$ cat config.mk
export PLATFORM = sky130hd
export DESIGN_NAME = nes_poll_scheduler
export DESIGN_NICKNAME = d
export VERILOG_FILES = /design/src/rtl/nes_poll_scheduler.sv
export SDC_FILE = /design/constraint.sdc
export NUM_CORES = 1
export LEC_CHECK = 0
export ABC_AREA = 1
export CAP_MARGIN = 5
export CORE_MARGIN = 4
export CORE_UTILIZATION = 37
export CTS_CLUSTER_DIAMETER = 100
export CTS_CLUSTER_SIZE = 28
export DETAILED_ROUTE_END_ITERATION = 10
export GPL_TIMING_DRIVEN = 0
export RECOVER_POWER = 25
export REMOVE_ABC_BUFFERS = 1
export SYNTH_ARGS = -nofsm -noshare
export SYNTH_HDL_FRONTEND = slang
export SYNTH_SLANG_ARGS = --single-unit
$ cat constraint.sdc
create_clock -name clk -period 3.95 [get_ports clk]
set_clock_uncertainty 0.15 [all_clocks]
set_input_delay 0.5925 -clock clk [delete_from_list [all_inputs] [get_ports clk]]
set_output_delay 0.5925 -clock clk [all_outputs]
set_load 0.05 [all_outputs]
$ cat src/rtl/nes_poll_scheduler.sv
// Two-port NES pad poller: drives the shared latch/sclk pair, captures both
// serial streams and publishes button snapshots with press-edge flags.
module nes_poll_scheduler #(
  parameter int LATCH_CYCLES = 144,
  parameter int HALF_CYCLES  = 72,
  parameter int POLL_CYCLES  = 200000
) (
  input  logic       clk,
  input  logic       reset,
  input  logic       enable,
  input  logic       poll_req,
  input  logic [1:0] sdata,
  output logic       latch,
  output logic       sclk,
  output logic [1:0] state,
  output logic       busy,
  output logic [7:0] buttons1,
  output logic [7:0] buttons2,
  output logic       valid,
  output logic [7:0] pressed1,
  output logic [7:0] pressed2
);

  localparam int LW = (LATCH_CYCLES > 1) ? $clog2(LATCH_CYCLES) : 1;
  localparam int HW = (HALF_CYCLES > 1) ? $clog2(HALF_CYCLES) : 1;
  localparam int PW = (POLL_CYCLES > 1) ? $clog2(POLL_CYCLES) : 1;
  // One phase counter serves both LATCH and CAPTURE, so it takes the wider width
  localparam int CW = (LW > HW) ? LW : HW;

  localparam logic [CW-1:0] LATCH_LAST = CW'(LATCH_CYCLES - 1);
  localparam logic [CW-1:0] HALF_LAST  = CW'(HALF_CYCLES - 1);
  localparam logic [CW-1:0] CNT_ONE    = CW'(1);
  localparam logic [PW-1:0] POLL_LAST  = PW'(POLL_CYCLES - 1);
  localparam logic [PW-1:0] TIMER_ONE  = PW'(1);

  typedef enum logic [1:0] {
    ST_IDLE    = 2'b00,
    ST_LATCH   = 2'b01,
    ST_CAPTURE = 2'b11,
    ST_DONE    = 2'b10
  } state_e;

  state_e          state_r, state_s;
  logic [CW-1:0]   cnt_r, cnt_s;
  logic [2:0]      bit_r, bit_s;
  logic            low_r, low_s;
  logic            pending_r, pending_s;
  logic [PW-1:0]   timer_r, timer_s;
  logic            tick_s;
  logic            trigger_s;
  logic            sample_s;
  logic [2:0]      sample_idx_s;
  logic [7:0]      cap1_r, cap2_r;
  logic            latch_r, sclk_r, busy_r, valid_r;
  logic [7:0]      buttons1_r, buttons2_r, pressed1_r, pressed2_r;

  // Rate timer next value and wrap tick
  always_comb begin
    timer_s = '0;
    tick_s  = 1'b0;
    if (enable) begin
      if (timer_r == POLL_LAST) begin
        timer_s = '0;
        tick_s  = 1'b1;
      end else begin
        timer_s = timer_r + TIMER_ONE;
        tick_s  = 1'b0;
      end
    end else begin
      timer_s = '0;
      tick_s  = 1'b0;
    end
  end

  assign trigger_s = tick_s | poll_req | pending_r;

  // Poll sequencer next-state, counters, sample strobes and pending merge
  always_comb begin
    state_s      = state_r;
    cnt_s        = cnt_r;
    bit_s        = bit_r;
    low_s        = low_r;
    pending_s    = pending_r;
    sample_s     = 1'b0;
    sample_idx_s = 3'd0;
    case (state_r)
      ST_IDLE: begin
        pending_s = 1'b0;
        if (trigger_s) begin
          state_s = ST_LATCH;
          cnt_s   = '0;
        end else begin
          state_s = ST_IDLE;
        end
      end
      ST_LATCH: begin
        pending_s = pending_r | tick_s | poll_req;
        if (cnt_r == LATCH_LAST) begin
          state_s      = ST_CAPTURE;
          cnt_s        = '0;
          bit_s        = 3'd1;
          low_s        = 1'b1;
          sample_s     = 1'b1;
          sample_idx_s = 3'd0;
        end else begin
          cnt_s = cnt_r + CNT_ONE;
        end
      end
      ST_CAPTURE: begin
        pending_s = pending_r | tick_s | poll_req;
        if (cnt_r == HALF_LAST) begin
          cnt_s = '0;
          // Bit k is taken on the last clk of the k-th low phase
          if (low_r) begin
            low_s        = 1'b0;
            sample_s     = 1'b1;
            sample_idx_s = bit_r;
          end else if (bit_r == 3'd7) begin
            state_s = ST_DONE;
          end else begin
            bit_s = bit_r + 3'd1;
            low_s = 1'b1;
          end
        end else begin
          cnt_s = cnt_r + CNT_ONE;
        end
      end
      ST_DONE: begin
        pending_s = pending_r | tick_s | poll_req;
        state_s   = ST_IDLE;
      end
      default: begin
        state_s   = ST_IDLE;
        cnt_s     = '0;
        bit_s     = 3'd0;
        low_s     = 1'b0;
        pending_s = 1'b0;
      end
    endcase
  end

  // Sequencer state, phase counters, pending flag and rate timer
  always_ff @(posedge clk or negedge reset) begin
    if (!reset) begin
      state_r   <= ST_IDLE;
      cnt_r     <= '0;
      bit_r     <= 3'd0;
      low_r     <= 1'b0;
      pending_r <= 1'b0;
      timer_r   <= '0;
    end else begin
      state_r   <= state_s;
      cnt_r     <= cnt_s;
      bit_r     <= bit_s;
      low_r     <= low_s;
      pending_r <= pending_s;
      timer_r   <= timer_s;
    end
  end

  // Capture bytes; the wire is active-low so each sample is inverted
  always_ff @(posedge clk or negedge reset) begin
    if (!reset) begin
      cap1_r <= 8'h00;
      cap2_r <= 8'h00;
    end else if (sample_s) begin
      cap1_r[sample_idx_s] <= ~sdata[0];
      cap2_r[sample_idx_s] <= ~sdata[1];
    end
  end

  // Pin drives and published snapshot, all registered
  always_ff @(posedge clk or negedge reset) begin
    if (!reset) begin
      latch_r    <= 1'b0;
      sclk_r     <= 1'b1;
      busy_r     <= 1'b0;
      valid_r    <= 1'b0;
      buttons1_r <= 8'h00;
      buttons2_r <= 8'h00;
      pressed1_r <= 8'h00;
      pressed2_r <= 8'h00;
    end else begin
      latch_r <= (state_s == ST_LATCH);
      sclk_r  <= ~((state_s == ST_CAPTURE) && low_s);
      busy_r  <= (state_s != ST_IDLE);
      valid_r <= (state_r == ST_DONE);
      if (state_r == ST_DONE) begin
        buttons1_r <= cap1_r;
        buttons2_r <= cap2_r;
        pressed1_r <= cap1_r & ~buttons1_r;
        pressed2_r <= cap2_r & ~buttons2_r;
      end
    end
  end

  assign latch    = latch_r;
  assign sclk     = sclk_r;
  assign state    = state_r;
  assign busy     = busy_r;
  assign valid    = valid_r;
  assign buttons1 = buttons1_r;
  assign buttons2 = buttons2_r;
  assign pressed1 = pressed1_r;
  assign pressed2 = pressed2_r;

endmodule

==> flow_metrics.tcl <==
set metrics [dict create \
    fin_cells 642 \
    path_cells "clkdlybuf4s50_1" \
    crit_start "state[0]$_DFF_PN0_" \
    dr_total_vias 3023 \
    drcViolationCount 0 \
    io_buffer_count 43 \
    rsz0062_at_grt "false" \
    power_density_nw_per_um2 327 \
    cts_resized 0 \
    cp-start-kind "flop" \
    grt_overflow 0 \
    hold_buffers 0 \
    violations "capacitance limit, slew limit" \
    synthToLayoutAreaGrowth_pct 20.3 \
    grt_use_total_pct 13.6 \
    layout_common_cells "nand2_1 (156), dfrtp_1 (84), nor2_1 (47), clkdlybuf4s50_1 (42), nand3_1 (30)" \
    ys_seq_area_share_pct 54.7 \
    cts_buffers 9 \
    cts_max_level 3 \
    clock.fmax_mhz 402 \
    cp_data_arrival_time_ns 1.75 \
    drv_slew 32 \
    final_common_cell "nand2_1" \
    rows 37 \
    critical_path.top_delay_family "buffers and inverters" \
    status "finished, violations left" \
    clk_pin_slew_ns 0.09 \
    wl_per_cell_um 11.9 \
    fin_area_sq_um 4680 \
    cts.sinks 85 \
    vias_per_cell 4.71 \
    cts_root_buf "clkbuf_8" \
    post_cts_buffers 0 \
    synth_area_sq_um 3890 \
    gp_congestion 0.887 \
    max_cap_violations 1 \
    max_stage_delay_ns 0.87 \
    endpoint_kind "primary output" \
    worst_pin_slew_ns 1.80 \
    drt-pass1-iter-count 4 \
    cts_tree "done" \
    cts.path.max_buffers 2 \
    pre_cts_slack_ns 1.58 \
    fp.dieW_um 111 \
    ant_nets 0 \
    dr.first_iter.drc_count 151 \
    hold_violations 0 \
    dp_hpwl_mm 5.53 \
    ios 44 \
    num_antenna_cells 0 \
    postSynthAreaPerCell_sq_um 8.59 \
    synthesis.yosys.warnings 0 \
    fin_ws_ns 1.46 \
    ys_types 34 \
    design.die.area_sq_um 12200 \
    required_ns 3.21 \
    place_inst 627 \
    start_util_pct 37.9 \
    grt_pass1_wl_mm 13.9 \
    max-vdd-ir-drop_v 0.000141 \
    antenna_found_initial 0 \
    grt_pass1_vias 3035 \
    worstSetupPathType "flop to primary output" \
    period_share_pct 63.0 \
    min_from "timer_r[0]$_DFF_PN0_" \
    hold_path_class "flop to flop" \
    fin_crit_ns 2.49 \
    setup_violations 0 \
    drive_gt1_share_pct 9.68 \
    routed_wl_mm 7.63 \
    worstReg2RegStart "state[1]$_DFF_PN0_" \
    ys_ff_latch 85 \
    clk_latency_ns 0.35 \
    worstPathMaxFanout 7 \
    synth_cells 453 \
    p_leak_nw 2.16 \
    place_area_sq_um 4480 \
    worst_path_max_delay_cell "clkdlybuf4s50_1" \
    cp_num_buf_inv 1 \
    die_y_um 111 \
    grt_max_degree 55 \
    slew_headroom_pct -20.2 \
    p_total_w 0.00153 \
    final_nets 512 \
    core_area_sq_um 10300 \
    finalSetupTns_ns 0 \
]
-- logic make-up (layout without fill, tap and decap cells) --
kind of cell | count (synthesis) | count (layout) | synth area share, %
buffers and inverters | 40 | 93 | 4.08
AO/OA/AOI/OAI | 35 | 35 | 4.95
AND/OR/NAND/NOR | 277 | 277 | 32.3
XOR/XNOR | 12 | 12 | 2.70
adder cells (fa/ha/maj) | 4 | 4 | 1.29
flip-flops | 85 | 85 | 54.7
-- synth_stat cells --
cell type	instances	share of area, %
buf_2	4	0.51
nor2_4	2	0.58
o21ai_0	20	2.6
inv_1	26	2.5
and3_1	2	0.32
nor2_2	3	0.48
a31oi_1	1	0.16
a21oi_1	5	0.64
nor3_4	1	0.42
o21ai_1	6	0.77
nand2_4	3	0.87
o21bai_1	1	0.19
clkbuf_1	1	0.096
nor2_8	2	1.0
xnor2_1	2	0.45
nand4_1	10	1.6
buf_4	1	0.19
o21ai_4	1	0.42
ha_1	4	1.3
nand2_2	8	1.3
xor2_1	10	2.3
and2_1	1	0.16
nor3_2	1	0.26
nor2_1	47	4.5
inv_2	8	0.77
o211ai_1	1	0.19
dfrtp_1	84	54
nand2_1	156	15
nand3_1	30	3.9
nand3_2	2	0.51
nor3_1	7	0.90
and3b_1	1	0.23
or2_2	1	0.16
dfstp_2	1	0.68
-- where the power goes --
group	internal, W	total (W)	switching [W]
Combinational	0.00000963	0.0000353	0.0000256
Clock	0.000295	0.000619	0.000324
Sequential	0.000872	0.000874	0.00000174
-- per-layer routing --
metal  global-route usage, %  share of wire, %
met5                       0                 0
met4                    5.25               1.7
met3                    3.18               3.2
met2                    22.3                47
met1                    17.3                48
-- registers in the layout, summed over array words and instances (netlist names), 2 cells and up --
register  flops
cap1_r        8
state         2
timer_r      18
pressed2      8
buttons2      8
bit_r         3
cnt_r         8
cap2_r        8
pressed1      8
buttons1      8
-- layout make-up --
| class | instances | area [sq um] |
|---|---|---|
| Fill cell | 1028 | 5600 |
| Clock inverter | 6 | 73.8 |
| Sequential cell | 85 | 2130 |
| Timing Repair Buffer | 44 | 452 |
| Inverter | 34 | 128 |
| Clock buffer | 9 | 124 |
| Multi-Input combinational cell | 328 | 1600 |
| Tap cell | 136 | 170 |
-- final timing paths --
check	to	slack [ns]	depth (start not counted)
max	state[0]	1.46	1
min	timer_r[0]$_DFF_PN0_	0.31	1
max reg2reg	cnt_r[5]$_DFFE_PN0P_	1.66	6
min reg2reg	timer_r[0]$_DFF_PN0_	0.31	1
max in group asynchronous	sclk$_DFF_PN1_	2.02	2
min in group asynchronous	cnt_r[4]$_DFFE_PN0P_	0.56	1
-- metrics by stage --
step | utilization, % | hold WS (ns)
2_1_floorplan | - | 0.147
3_3_place_gp | 43.4 | 0.291
3_5_place_dp | 43.6 | 0.301
4_1_cts | 45.6 | 0.0227
5_1_grt | 45.5 | 0.343
6_report | 45.5 | 0.310
Power figures use the tool's default switching activity.
